--- config.mk ---
export PLATFORM = sky130hd
export DESIGN_NAME = div255_seq_ctrl
export DESIGN_NICKNAME = d
export VERILOG_FILES = /design/src/rtl/div255_seq_ctrl.sv
export SDC_FILE = /design/constraint.sdc
export NUM_CORES = 1
export LEC_CHECK = 0
export CAP_MARGIN = 20
export CORE_ASPECT_RATIO = 2
export CORE_UTILIZATION = 50
export CTS_BUF_LIST = sky130_fd_sc_hd__clkbuf_4
export CTS_CLUSTER_DIAMETER = 60
export CTS_CLUSTER_SIZE = 20
export DETAILED_ROUTE_END_ITERATION = 10
export PLACE_DENSITY = 0.78
export SETUP_SLACK_MARGIN = 0.02
export SLEW_MARGIN = 5
export SYNTH_ARGS = -nofsm -noshare
export SYNTH_HDL_FRONTEND = slang
export SYNTH_SLANG_ARGS = --single-unit
--- constraint.sdc ---
create_clock -name clk -period 1.7 [get_ports clk]
set_input_delay 0.51 -clock clk [delete_from_list [all_inputs] [get_ports clk]]
set_output_delay 0.51 -clock clk [all_outputs]
set_load 0.01 [all_outputs]
--- src/rtl/div255_seq_ctrl.sv ---
// Bit-serial restoring divide-by-255 with valid/ready on both sides.
// Define DIV255_EARLY_EXIT_EN to skip leading zero bytes of the operand.
module div255_seq_ctrl #(
  parameter int WIDTH = 32,
  parameter int CNT_W = $clog2(WIDTH) + 1
) (
  input  logic             clk,
  input  logic             rst_n,
  input  logic             in_valid,
  output logic             in_ready,
  input  logic [WIDTH-1:0] x,
  output logic             out_valid,
  input  logic             out_ready,
  output logic [WIDTH-1:0] y,
  output logic [7:0]       rem,
  output logic             busy
);

  typedef enum logic [1:0] {
    S_IDLE,
    S_RUN,
    S_DONE
  } state_t;

  state_t r_state;
  state_t w_next;

  logic [WIDTH-1:0] r_xs;
  logic [WIDTH-2:0] r_q;
  logic [WIDTH-1:0] r_y;
  logic [7:0]       r_r;
  logic [7:0]       r_rem;
  logic [CNT_W-1:0] r_cnt;

  logic [8:0]       w_rn;
  logic             w_qb;
  logic [7:0]       w_rs;
  logic             w_acc;
  logic             w_last;
  logic [WIDTH-1:0] w_xs0;
  logic [CNT_W-1:0] w_cnt0;
  logic             w_zero;

  // r never exceeds 254, so only the 9-bit trial value needs the extra bit
  assign w_rn   = {r_r, r_xs[WIDTH-1]};
  assign w_qb   = (w_rn >= 9'd255);
  assign w_rs   = w_qb ? 8'(w_rn - 9'd255) : w_rn[7:0];
  assign w_acc  = in_valid && (r_state == S_IDLE);
  assign w_last = (r_cnt == CNT_W'(1));

`ifdef DIV255_EARLY_EXIT_EN
  logic [CNT_W-1:0] w_sh;
  logic             w_nz;

  always_comb begin
    w_sh = '0;
    w_nz = 1'b0;
    for (int i = WIDTH/8 - 1; i >= 0; i--) begin
      w_nz = w_nz | (x[i*8 +: 8] != 8'd0);
      if (!w_nz) w_sh = w_sh + CNT_W'(8);
    end
  end

  assign w_xs0  = x << w_sh;
  assign w_cnt0 = CNT_W'(WIDTH) - w_sh;
  assign w_zero = (w_sh == CNT_W'(WIDTH));
`else
  assign w_xs0  = x;
  assign w_cnt0 = CNT_W'(WIDTH);
  assign w_zero = 1'b0;
`endif

  always_ff @(posedge clk or negedge rst_n) begin
    if (!rst_n) r_state <= S_IDLE;
    else        r_state <= w_next;
  end

  always_comb begin
    w_next    = r_state;
    in_ready  = 1'b0;
    out_valid = 1'b0;
    busy      = 1'b0;
    unique case (r_state)
      S_IDLE: begin
        in_ready = 1'b1;
        if (in_valid) w_next = w_zero ? S_DONE : S_RUN;
      end
      S_RUN: begin
        busy = 1'b1;
        if (w_last) w_next = S_DONE;
      end
      S_DONE: begin
        busy      = 1'b1;
        out_valid = 1'b1;
        if (out_ready) w_next = S_IDLE;
      end
      default: w_next = S_IDLE;
    endcase
  end

  always_ff @(posedge clk or negedge rst_n) begin
    if (!rst_n) begin
      r_xs  <= '0;
      r_q   <= '0;
      r_r   <= '0;
      r_cnt <= '0;
      r_y   <= '0;
      r_rem <= '0;
    end else if (w_acc) begin
      r_xs  <= w_xs0;
      r_q   <= '0;
      r_r   <= '0;
      r_cnt <= w_cnt0;
      if (w_zero) begin
        r_y   <= '0;
        r_rem <= '0;
      end
    end else if (r_state == S_RUN) begin
      r_xs  <= r_xs << 1;
      r_r   <= w_rs;
      r_q   <= {r_q[WIDTH-3:0], w_qb};
      r_cnt <= r_cnt - CNT_W'(1);
      if (w_last) begin
        r_y   <= {r_q, w_qb};
        r_rem <= w_rs;
      end
    end
  end

  assign y   = r_y;
  assign rem = r_rem;

endmodule

==> summary.md <==
| Metric | Value |
|---|---|
| Clk Latency, worst-skew pair | `0.51 ns` |
| Synth warnings | `0` |
| Routed len/inst | `16.6 um` |
| Commonest cells after routing, fill and taps aside | `dfrtp_1 (116), mux2i_1 (62), nand2_1 (50)` |
| Max FO, Critical Path | `2` |
| CTS max path bufs | `2` |
| Yosys reg bits | `119` |
| CP startpoint kind | `flop` |
| Die Ht | `146 um` |
| Final nets | `609` |
| Final setup margin | `-0.152 ns` |
| Area grow syn2layout | `29.8%` |
| Skew final | `0.0196 ns` |
| TritonCTS Buffers | `17` |
| Global-route wire length before repair | `18.2 mm` |
| Initial core utilization | `51.5%` |
| RePlAce Congestion | `0.855` |
| Max-Cap Viols | `0` |
| Largest net degree at the start of global routing | `64` |
| Sequential fraction of the synthesis area | `57.3%` |
| Synth cell types | `41` |
| Num Clock Sinks | `119` |
| Initial drt markers | `338` |
| Synthesized area | `5190 sq um` |
| Share of layout cells above drive strength 1 | `29.4%` |
| Buf+Inv Stages, Crit Path | `2` |
| Syn Nets | `494` |
| Die area | `10800 sq um` |
| GRT Total Usage | `22.2%` |
| FMAX | `0.540 GHz` |
| Vias in the first global route | `3896` |
| WL met1 | `4.42 mm` |
| Synth Area in Compound Gates | `7.64%` |
| Final Hold Viols | `0` |
| CP arrival | `1.34 ns` |
| Syn Inst Count | `451` |
| Simple-Gate Fraction of Synth Area | `10.1%` |
| Core Area | `10100 sq um` |
| H-tree depth | `4` |
| Post-Synth XOR/XNOR Area | `1.01%` |
| Final setup violation count | `32` |
| Min Tclk post-route | `1.85 ns` |
| Fin util | `66.8%` |
| Final WL | `11.9 mm` |
| Final Max Slew Viols | `0` |
| Asr flop ratio synth | `100%` |
| # IOs | `79` |
| Crit end category | `output port` |
| Peak VDD IR | `1020 uV` |
| Total Power | `10.0 mW` |
| CP Class | `flop to output port` |
| Initial antenna violation count | `1` |
| Worst slew pin tran | `0.360 ns` |
| Hold Slack | `0.457 ns` |
| Main synth FF type | `dfrtp_1` |
| Pwr/cell area | `1490 nW/um^2` |
| Most common cell after layout, fill and taps aside | `dfrtp_1` |
| Drt drc | `0` |
| CTS tree | `done` |
| Met2 WL post-DR | `6.70 mm` |
| Detailed Place HPWL | `7.43 mm` |
| Main combinational cell family by area after synthesis | `multiplexers` |
| Worst path top cell family by delay | `flip-flops` |
| CP Cell Sequence | `inv_2 > ha_4 > buf_6` |
| IO Port Bufs | `78` |
| Period utilization | `109%` |
| Hold crit path type | `input port to asynchronous set/reset pin` |
| Status | `finished with violations` |
| Clock slew at reported path FFs | `0.11 ns` |
| First drt pass iteration count | `4` |
| Slowest CP cell | `dfrtp_1` |
| Biggest cell delay along the critical path | `0.42 ns` |
| Pleak | `3.25 nW` |
| GRT overflow | `0` |
| Syn Area/Cell | `11.5 sq um` |
| Multiplexer share of the synthesized area | `19.3%` |
| ANT nets after route | `0` |
| Violated checks | `setup timing` |
| Critical path required time | `1.19 ns` |
| Vias | `3752` |
| Met3 wire len | `471 um` |
| Root Buffer | `clkbuf_4` |
| Vias per inst | `5.25` |
| Max transition margin | `75.9%` |
| Top sig layer | `met4` |
| Post-Synth Adder-Cell Area | `1.69%` |
| Die W | `74.1 um` |
| Cell Rows | `52` |
| Post-synth EDFFs | `0` |
| RSZ-0062 raised after global routing | `true` |
[layer usage]
layer	up-vias	global-route usage (%)
met4	0	10.2
li1	1793	-
met5	-	0
met3	23	5.66
met2	102	38.5
met1	1834	24.5
[worst paths after layout]
kind	from	depth (start not counted)	slack, ns	to
max reg2reg	r_state[1]	7	-0.12	y[18]
min	rst_n	2	0.46	y[24]
max in group asynchronous	rst_n	3	0.74	r_xs[4]
max	r_state[1]	3	-0.15	busy
min reg2reg	rem[6]	2	0.49	rem[6]
min in group clk	rem[6]	2	0.49	rem[6]
[through the flow]
step	setup WS [ns]	cells	TNS [ns]	instance area (sq um)
2_1_floorplan	0.0537	451	0	5190
3_3_place_gp	-0.106	658	-0.289	6270
3_5_place_dp	-0.137	658	-1.17	6270
4_1_cts	-0.199	699	-2.65	6510
5_1_grt	-0.231	715	-4.26	6740
6_report	-0.152	715	-2.74	6740
[synthesized netlist by cell type, types with 2 or more instances]
cell      count  area, sq um
buf_2        14         70.1
nand3_1       3         15.0
mux2_1        2         22.5
nor3_1        3         15.0
dfrtp_1     119         2980
o21ai_1       3         15.0
nand2_1      51          191
mux2_2       32          360
xor2_1        2         17.5
inv_1         6         22.5
mux2i_1      62          621
xnor2_1       4         35.0
a21oi_1      13         65.1
ha_1          7         87.6
nor2_1       41          154
clkbuf_1     13         48.8
o311ai_0      2         17.5
nand3b_1      3         22.5
o21ai_0      44          220
nor4_1        3         18.8
or3_1         4         25.0
[registers in the layout (all words and copies together), names as in the netlist]
| name | count |
|---|---|
| r_cnt | 6 |
| r_q | 31 |
| r_r | 8 |
| r_state | 2 |
| r_xs | 32 |
| rem | 8 |
| y | 32 |
[report_power, final]
group          internal [mW]  switching (mW)
registers               3.56           0.546
clock network          0.870            1.05
logic                   2.00            1.99
total                   6.42            3.58
[logic make-up after synthesis]
kind of cell | Yosys count
flops | 119
simple gates | 117
mux | 96
compound gates | 71
buf+inv | 35
fa+ha+maj | 7
xor+xnor | 6
[cell type report]
type	instances	area (sq um)
Fill cell	791	3350
Sequential cell	119	2980
Multi-Input combinational cell	297	2140
Timing Repair Buffer	124	1150
Tap cell	135	169
Clock buffer	18	135
Clock inverter	14	135
Inverter	7	26.3
Antenna cell	1	2.50
[repair_timing]
action / 4_1_cts / 5_1_grt
endpoints found under the setup margin: 71 / 104
hold endpoints to repair: 18 / 0
resized for setup: 187 / 35
buffers inserted: 8 / 10
cloned: 0 / 6
pin swaps: 3 / 4
hold buffers: 1 / 0
No activity file was read; power rests on OpenSTA's default activity.
